### config.mk
export PLATFORM = sky130hd
export DESIGN_NAME = inst_loader
export DESIGN_NICKNAME = d
export VERILOG_FILES = /design/src/rtl/inst_loader.sv
export SDC_FILE = /design/constraint.sdc
export NUM_CORES = 1
export LEC_CHECK = 0
export ABC_CLOCK_PERIOD_IN_PS = 2000
export BUFFER_PORTS_ARGS = -buffer_cell sky130_fd_sc_hd__buf_2
export CAP_MARGIN = 5
export CELL_PAD_IN_SITES_DETAIL_PLACEMENT = 0
export CELL_PAD_IN_SITES_GLOBAL_PLACEMENT = 2
export CORE_UTILIZATION = 32
export DETAILED_ROUTE_END_ITERATION = 10
export GPL_TIMING_DRIVEN = 0
export MAX_ROUTING_LAYER = met4
export PLACE_DENSITY = 0.74
export SLEW_MARGIN = 20
export SYNTH_ARGS = -nofsm -noshare
export SYNTH_HDL_FRONTEND = slang
export SYNTH_SLANG_ARGS = --single-unit
### constraint.sdc
create_clock -name clk -period 2 [get_ports clk]
set_clock_uncertainty 0.2 [all_clocks]
set_input_delay 0 -clock clk [delete_from_list [all_inputs] [get_ports clk]]
set_output_delay 0 -clock clk [all_outputs]
set_load 0.02 [all_outputs]
### src/rtl/inst_loader.sv
// Boot-time instruction memory loader: header byte N, then N big-endian words.
// Optional checksum byte after the data when INST_LOADER_CHECKSUM_EN is defined.
module inst_loader #(
  parameter int unsigned ADDR_W = 6
) (
  input  logic              clk,
  input  logic              rst,
  input  logic              start,
  input  logic              byte_valid,
  input  logic [7:0]        byte_data,
  output logic              byte_ready,
  output logic              mem_we,
  output logic [ADDR_W-1:0] mem_addr,
  output logic [31:0]       mem_wdata,
  output logic [7:0]        word_cnt,
  output logic              done,
  output logic              err,
  output logic              cpu_hold
);

  localparam logic [8:0] DEPTH9 = 9'(1 << ADDR_W);

  typedef enum logic [2:0] {
    S_IDLE,
    S_HDR,
    S_DATA,
    S_WRITE,
`ifdef INST_LOADER_CHECKSUM_EN
    S_CHK,
`endif
    S_DONE
  } state_t;

`ifdef INST_LOADER_CHECKSUM_EN
  localparam state_t END_ST = S_CHK;
`else
  localparam state_t END_ST = S_DONE;
`endif

  state_t      state, state_nxt;
  logic [7:0]  n;
  logic [7:0]  widx;
  logic [1:0]  byte_cnt;
  logic        in_range;
  logic        restart;
`ifdef INST_LOADER_CHECKSUM_EN
  logic [7:0]  csum;
`endif

  assign in_range = ({1'b0, widx} < DEPTH9);
  assign restart  = start && (state == S_IDLE || state == S_DONE);

  always_ff @(posedge clk or posedge rst) begin
    if (rst) state <= S_IDLE;
    else     state <= state_nxt;
  end

  always_comb begin
    state_nxt = state;
    unique case (state)
      S_IDLE:  if (start) state_nxt = S_HDR;
      S_HDR:   if (byte_valid) state_nxt = (byte_data == 8'd0) ? END_ST : S_DATA;
      S_DATA:  if (byte_valid && byte_cnt == 2'd3) state_nxt = S_WRITE;
      S_WRITE: state_nxt = (widx + 8'd1 == n) ? END_ST : S_DATA;
`ifdef INST_LOADER_CHECKSUM_EN
      S_CHK:   if (byte_valid) state_nxt = S_DONE;
`endif
      S_DONE:  if (start) state_nxt = S_HDR;
      default: state_nxt = S_IDLE;
    endcase
  end

  // Handshake and strobes decode from registered state only, never from byte_valid.
  assign byte_ready = (state == S_HDR) || (state == S_DATA)
`ifdef INST_LOADER_CHECKSUM_EN
                      || (state == S_CHK)
`endif
                      ;
  assign mem_we   = (state == S_WRITE) && in_range;
  assign done     = (state == S_DONE);
  assign cpu_hold = !(done && !err);

  always_ff @(posedge clk or posedge rst) begin
    if (rst) begin
      n         <= '0;
      widx      <= '0;
      byte_cnt  <= '0;
      mem_addr  <= '0;
      mem_wdata <= '0;
      word_cnt  <= '0;
      err       <= 1'b0;
`ifdef INST_LOADER_CHECKSUM_EN
      csum      <= '0;
`endif
    end else begin
      if (restart) begin
        widx     <= '0;
        byte_cnt <= '0;
        mem_addr <= '0;
        word_cnt <= '0;
        err      <= 1'b0;
`ifdef INST_LOADER_CHECKSUM_EN
        csum     <= '0;
`endif
      end

      if (state == S_HDR && byte_valid) begin
        n <= byte_data;
        if ({1'b0, byte_data} > DEPTH9) err <= 1'b1;
      end

      if (state == S_DATA && byte_valid) begin
        mem_wdata <= {mem_wdata[23:0], byte_data};
        byte_cnt  <= byte_cnt + 2'd1;
`ifdef INST_LOADER_CHECKSUM_EN
        csum      <= csum ^ byte_data;
`endif
      end

      // Words past capacity still advance the index so the stream is drained.
      if (state == S_WRITE) begin
        widx <= widx + 8'd1;
        if (in_range) word_cnt <= word_cnt + 8'd1;
        if (mem_addr != '1) mem_addr <= mem_addr + 1'b1;
      end

`ifdef INST_LOADER_CHECKSUM_EN
      if (state == S_CHK && byte_valid && byte_data != csum) err <= 1'b1;
`endif
    end
  end

endmodule
==> metrics.cfg <==
[synthesis]
synth_top_area_cell=dfrtp_1
synthXorXnorAreaFrac_pct=2.64
yosys_warnings=0
synth_edf_count=0
synthSimpleGateAreaFrac_pct=15.0
synth_seq_area_share_pct=51.3
synth_top_family_by_area=simple AND/OR/NAND/NOR gates
synthAdderAreaFrac_pct=1.51
synth_compound_area_share_pct=10.6
syn-num-nets=309
synthTopCellsByArea=dfrtp_1 51%, mux2_2 14%, o21ai_0 3.2%, nand2_1 2.4%, nor2_1 2.4%
synth_cell_types=54
synth_flop_cell=dfrtp_1
synth_area_per_cell_sq_um=11.3
synth_commonest_cells=68 x dfrtp_1, 40 x mux2_2, 21 x nand2_1, 21 x nor2_1, 21 x o21ai_0
yosysMostFrequentCell=dfrtp_1
synth.mux.area_fraction_pct=14.8
syn-cell-area_sq_um=3320
synth_top_area_share_pct=51.3
synth_cells=293
synth_seq_cells=68
ys_async_sr_fraction_pct=100

[hold_path]
min_path_cells=3
hold_class=input port to flip-flop
worstHoldEndpoint=mem_wdata[0]
min_from=byte_data[0]

[clock_network]
clock-sinks=68
clk_pin_slew_ns=0.09
clock_latency_ns=0.35
cts_tree=yes
cts_buffers=9
cts_buffer_depth=2
htreeDepth=3
cts_root_buf=clkbuf_8

[detailed_routing]
vias_per_cell=4.86
via_count=2514
ant_nets=0
dr.first_iter.drc_count=57
finalWirelength_mm=7.48
drc_errors=0
wl_per_cell_microns=14.5
dr.pass1.iters=6

[floorplan]
io_pins=63
dieWidth_microns=104
rows=36
floorplan.initialDensity_pct=33.5
design.core.area_sq_um=9910
fp.dieH_microns=104
die_area_sq_um=10800

[cells_and_area]
final_cells=517
layout.nets=395
multiInputGateArea_sq_um=1530
design_area_sq_um=4230
utilization_pct=42.7
final_layout_size_suffix_gt1_share_pct=40.6
diodes=0
seqCellArea_sq_um=1700
nFillCells=979
syn_to_final_growth_pct=27.3

[worst_setup_path]
cp_data_required_time_ns=2.03
reg2regPathDepth=6
critPathLaunchType=flip-flop
slowest_delay_ns=0.43
timing.rr.start=widx[1]
path_cells=ha_4 -> xor2_1 -> a311oi_2 -> o2111ai_2 -> or3_4 -> o31a_1
cp_slowest_cell=dfrtp_2
worst_setup_path_end_kind=flip-flop
crit_type=flip-flop to flip-flop
reg2reg_to=state[1]
critPathMaxFanout=2
cp_data_arrival_time_ns=2.13
r2r_slack_ns=-0.09

[global_routing]
met2_usage_pct=23.4
grt_remaining_overflow=0
busiest_layer=met2
grt_pass1_vias=2497
grt.total_usage_pct=15.5
gr-usage-met1_pct=20.6
grt_use_met3_pct=3.57
grt_max_degree=46
grt_pass1_wl_mm=13.0
antenna_found_initial=0

[placement]
dpl_cell_area_sq_um=3830
place.gp.congestion=0.703
numPortBuffers=62
dp_cells=489
dp_hpwl_mm=5.28

[power]
intPower_uw=3960
p_switching_uw=2830
p_sw_share_pct=41.6
power_density_nw_per_um2=1610
peakVddDrop_mv=0.741
clkPwrFrac_pct=17.9
p_leak_uw=0.00191
p_seq_share_pct=35.0
p_comb_share_pct=47.1

[sta]
setup_viol=2
finalCriticalPeriod_ns=2.09
worst_slack_ns=-0.0931
clock.fmax_ghz=0.478
drv_slew=0
finalHoldViolCount=0
period_share_pct=105
rsz0062_at_grt=true
holdWs_ns=0.244
worst-slew-pin-transition_ns=0.493
fin_tns_setup_ns=-0.133
worst_slew_margin_rel_pct=67.1

[job]
maxCapViolations=0

[run_status]
violations=negative setup slack
status=finished with violations

## worst max-delay path, delay by kind of cell, from the launching register on
family / cells / cell delay [ns]
AO/OA/AOI/OAI: 3 / 0.61
XOR/XNOR: 1 / 0.14
adder cells (fa/ha/maj): 1 / 0.25
flip-flops: 1 / 0.43
AND/OR/NAND/NOR: 1 / 0.36
## how the worst max path moves through the flow
stage,from,end,slack (ns),cells after the start
after floorplan,widx[1],state[1],-0.09,7
after global placement,rst,mem_wdata[31],-0.94,2
after detailed placement,widx[1],state[1],-0.28,7
after CTS,widx[1],state[1],-0.12,7
after global routing,widx[1],state[1],-0.19,6
final,widx[1],state[1],-0.09,6
## placed cells by master (no fill, tap or decap), types with 3 or more instances in the layout
master / synthesis / layout
a21oi_1: 12 / 12
a22o_1: 3 / 3
a31oi_1: 4 / 4
and2_1: 4 / 4
and3_1: 3 / 3
buf_2: 4 / 62
buf_4: 1 / 8
buf_6: 6 / 5
clkbuf_8: 0 / 9
dfrtp_1: 68 / 67
dlygate4sd3_1: 0 / 12
ha_1: 4 / 3
inv_1: 6 / 5
inv_6: 0 / 3
mux2_2: 40 / 40
mux2i_1: 4 / 4
nand2_1: 21 / 21
nand2b_1: 3 / 3
nand3_1: 9 / 9
nand4_1: 6 / 6
nor2_1: 21 / 18
nor2_2: 0 / 3
o21ai_0: 21 / 21
o31ai_1: 3 / 3
xnor2_1: 6 / 5
xor2_1: 4 / 4
## area by class of cell
cell class	instances	area share (%)
Timing Repair Buffer	78	11.4
Clock inverter	7	1.92
Clock buffer	9	2.93
Inverter	8	0.829
Tap cell	133	3.94
Buffer	12	2.43
Multi-Input combinational cell	202	36.2
Sequential cell	68	40.3
## logic make-up after synthesis
group                      count (synthesis)
buffers and inverters                     23
xor gates and xnor gates                  10
muxes                                     44
and+or+nand+nor                           87
AOI/OAI and AO/OA                         57
adders and majority gates                  4
DFF                                       68
## layer usage
metal / vias up / wire length (microns) / part of all wire (%)
met5: - / 0 / 0
met4: 0 / 83 / 1.1
met3: 8 / 209 / 2.8
met2: 39 / 3470 / 46
met1: 1238 / 3710 / 50
li1: 1229 / - / -
## repair_timing
action	4_1_cts	5_1_grt
hold endpoints to repair	95	0
pin swaps	1	2
setup buffers	3	0
endpoints found under the setup margin	46	47
hold buffers	12	0
resized for setup	4	17
## sequential cells by signal (all words and copies together) (netlist names)
| signal | flops |
|---|---|
| mem_wdata | 32 |
| n | 8 |
| widx | 8 |
| word_cnt | 8 |
| mem_addr | 6 |
| state | 3 |
| byte_cnt | 2 |
| err | 1 |
## power groups by stage
stage          registers, uW  clock network [uW]  logic [uW]
6_report                2370                1220        3200
5_1_grt                 2470                1330        3520
4_1_cts                 2380                1260        3160
3_5_place_dp            2420                   0        3080
3_3_place_gp            2390                   0        3030
2_1_floorplan           2850                   0        1710
## metrics by stage
stage | power, uW | worst slack [ns]
2_1_floorplan | 4560 | -0.0902
3_3_place_gp | 5420 | -0.938
3_5_place_dp | 5490 | -0.284
4_1_cts | 6800 | -0.122
5_1_grt | 7320 | -0.188
6_report | 6790 | -0.0931
No activity file was read; power rests on OpenSTA's default activity.
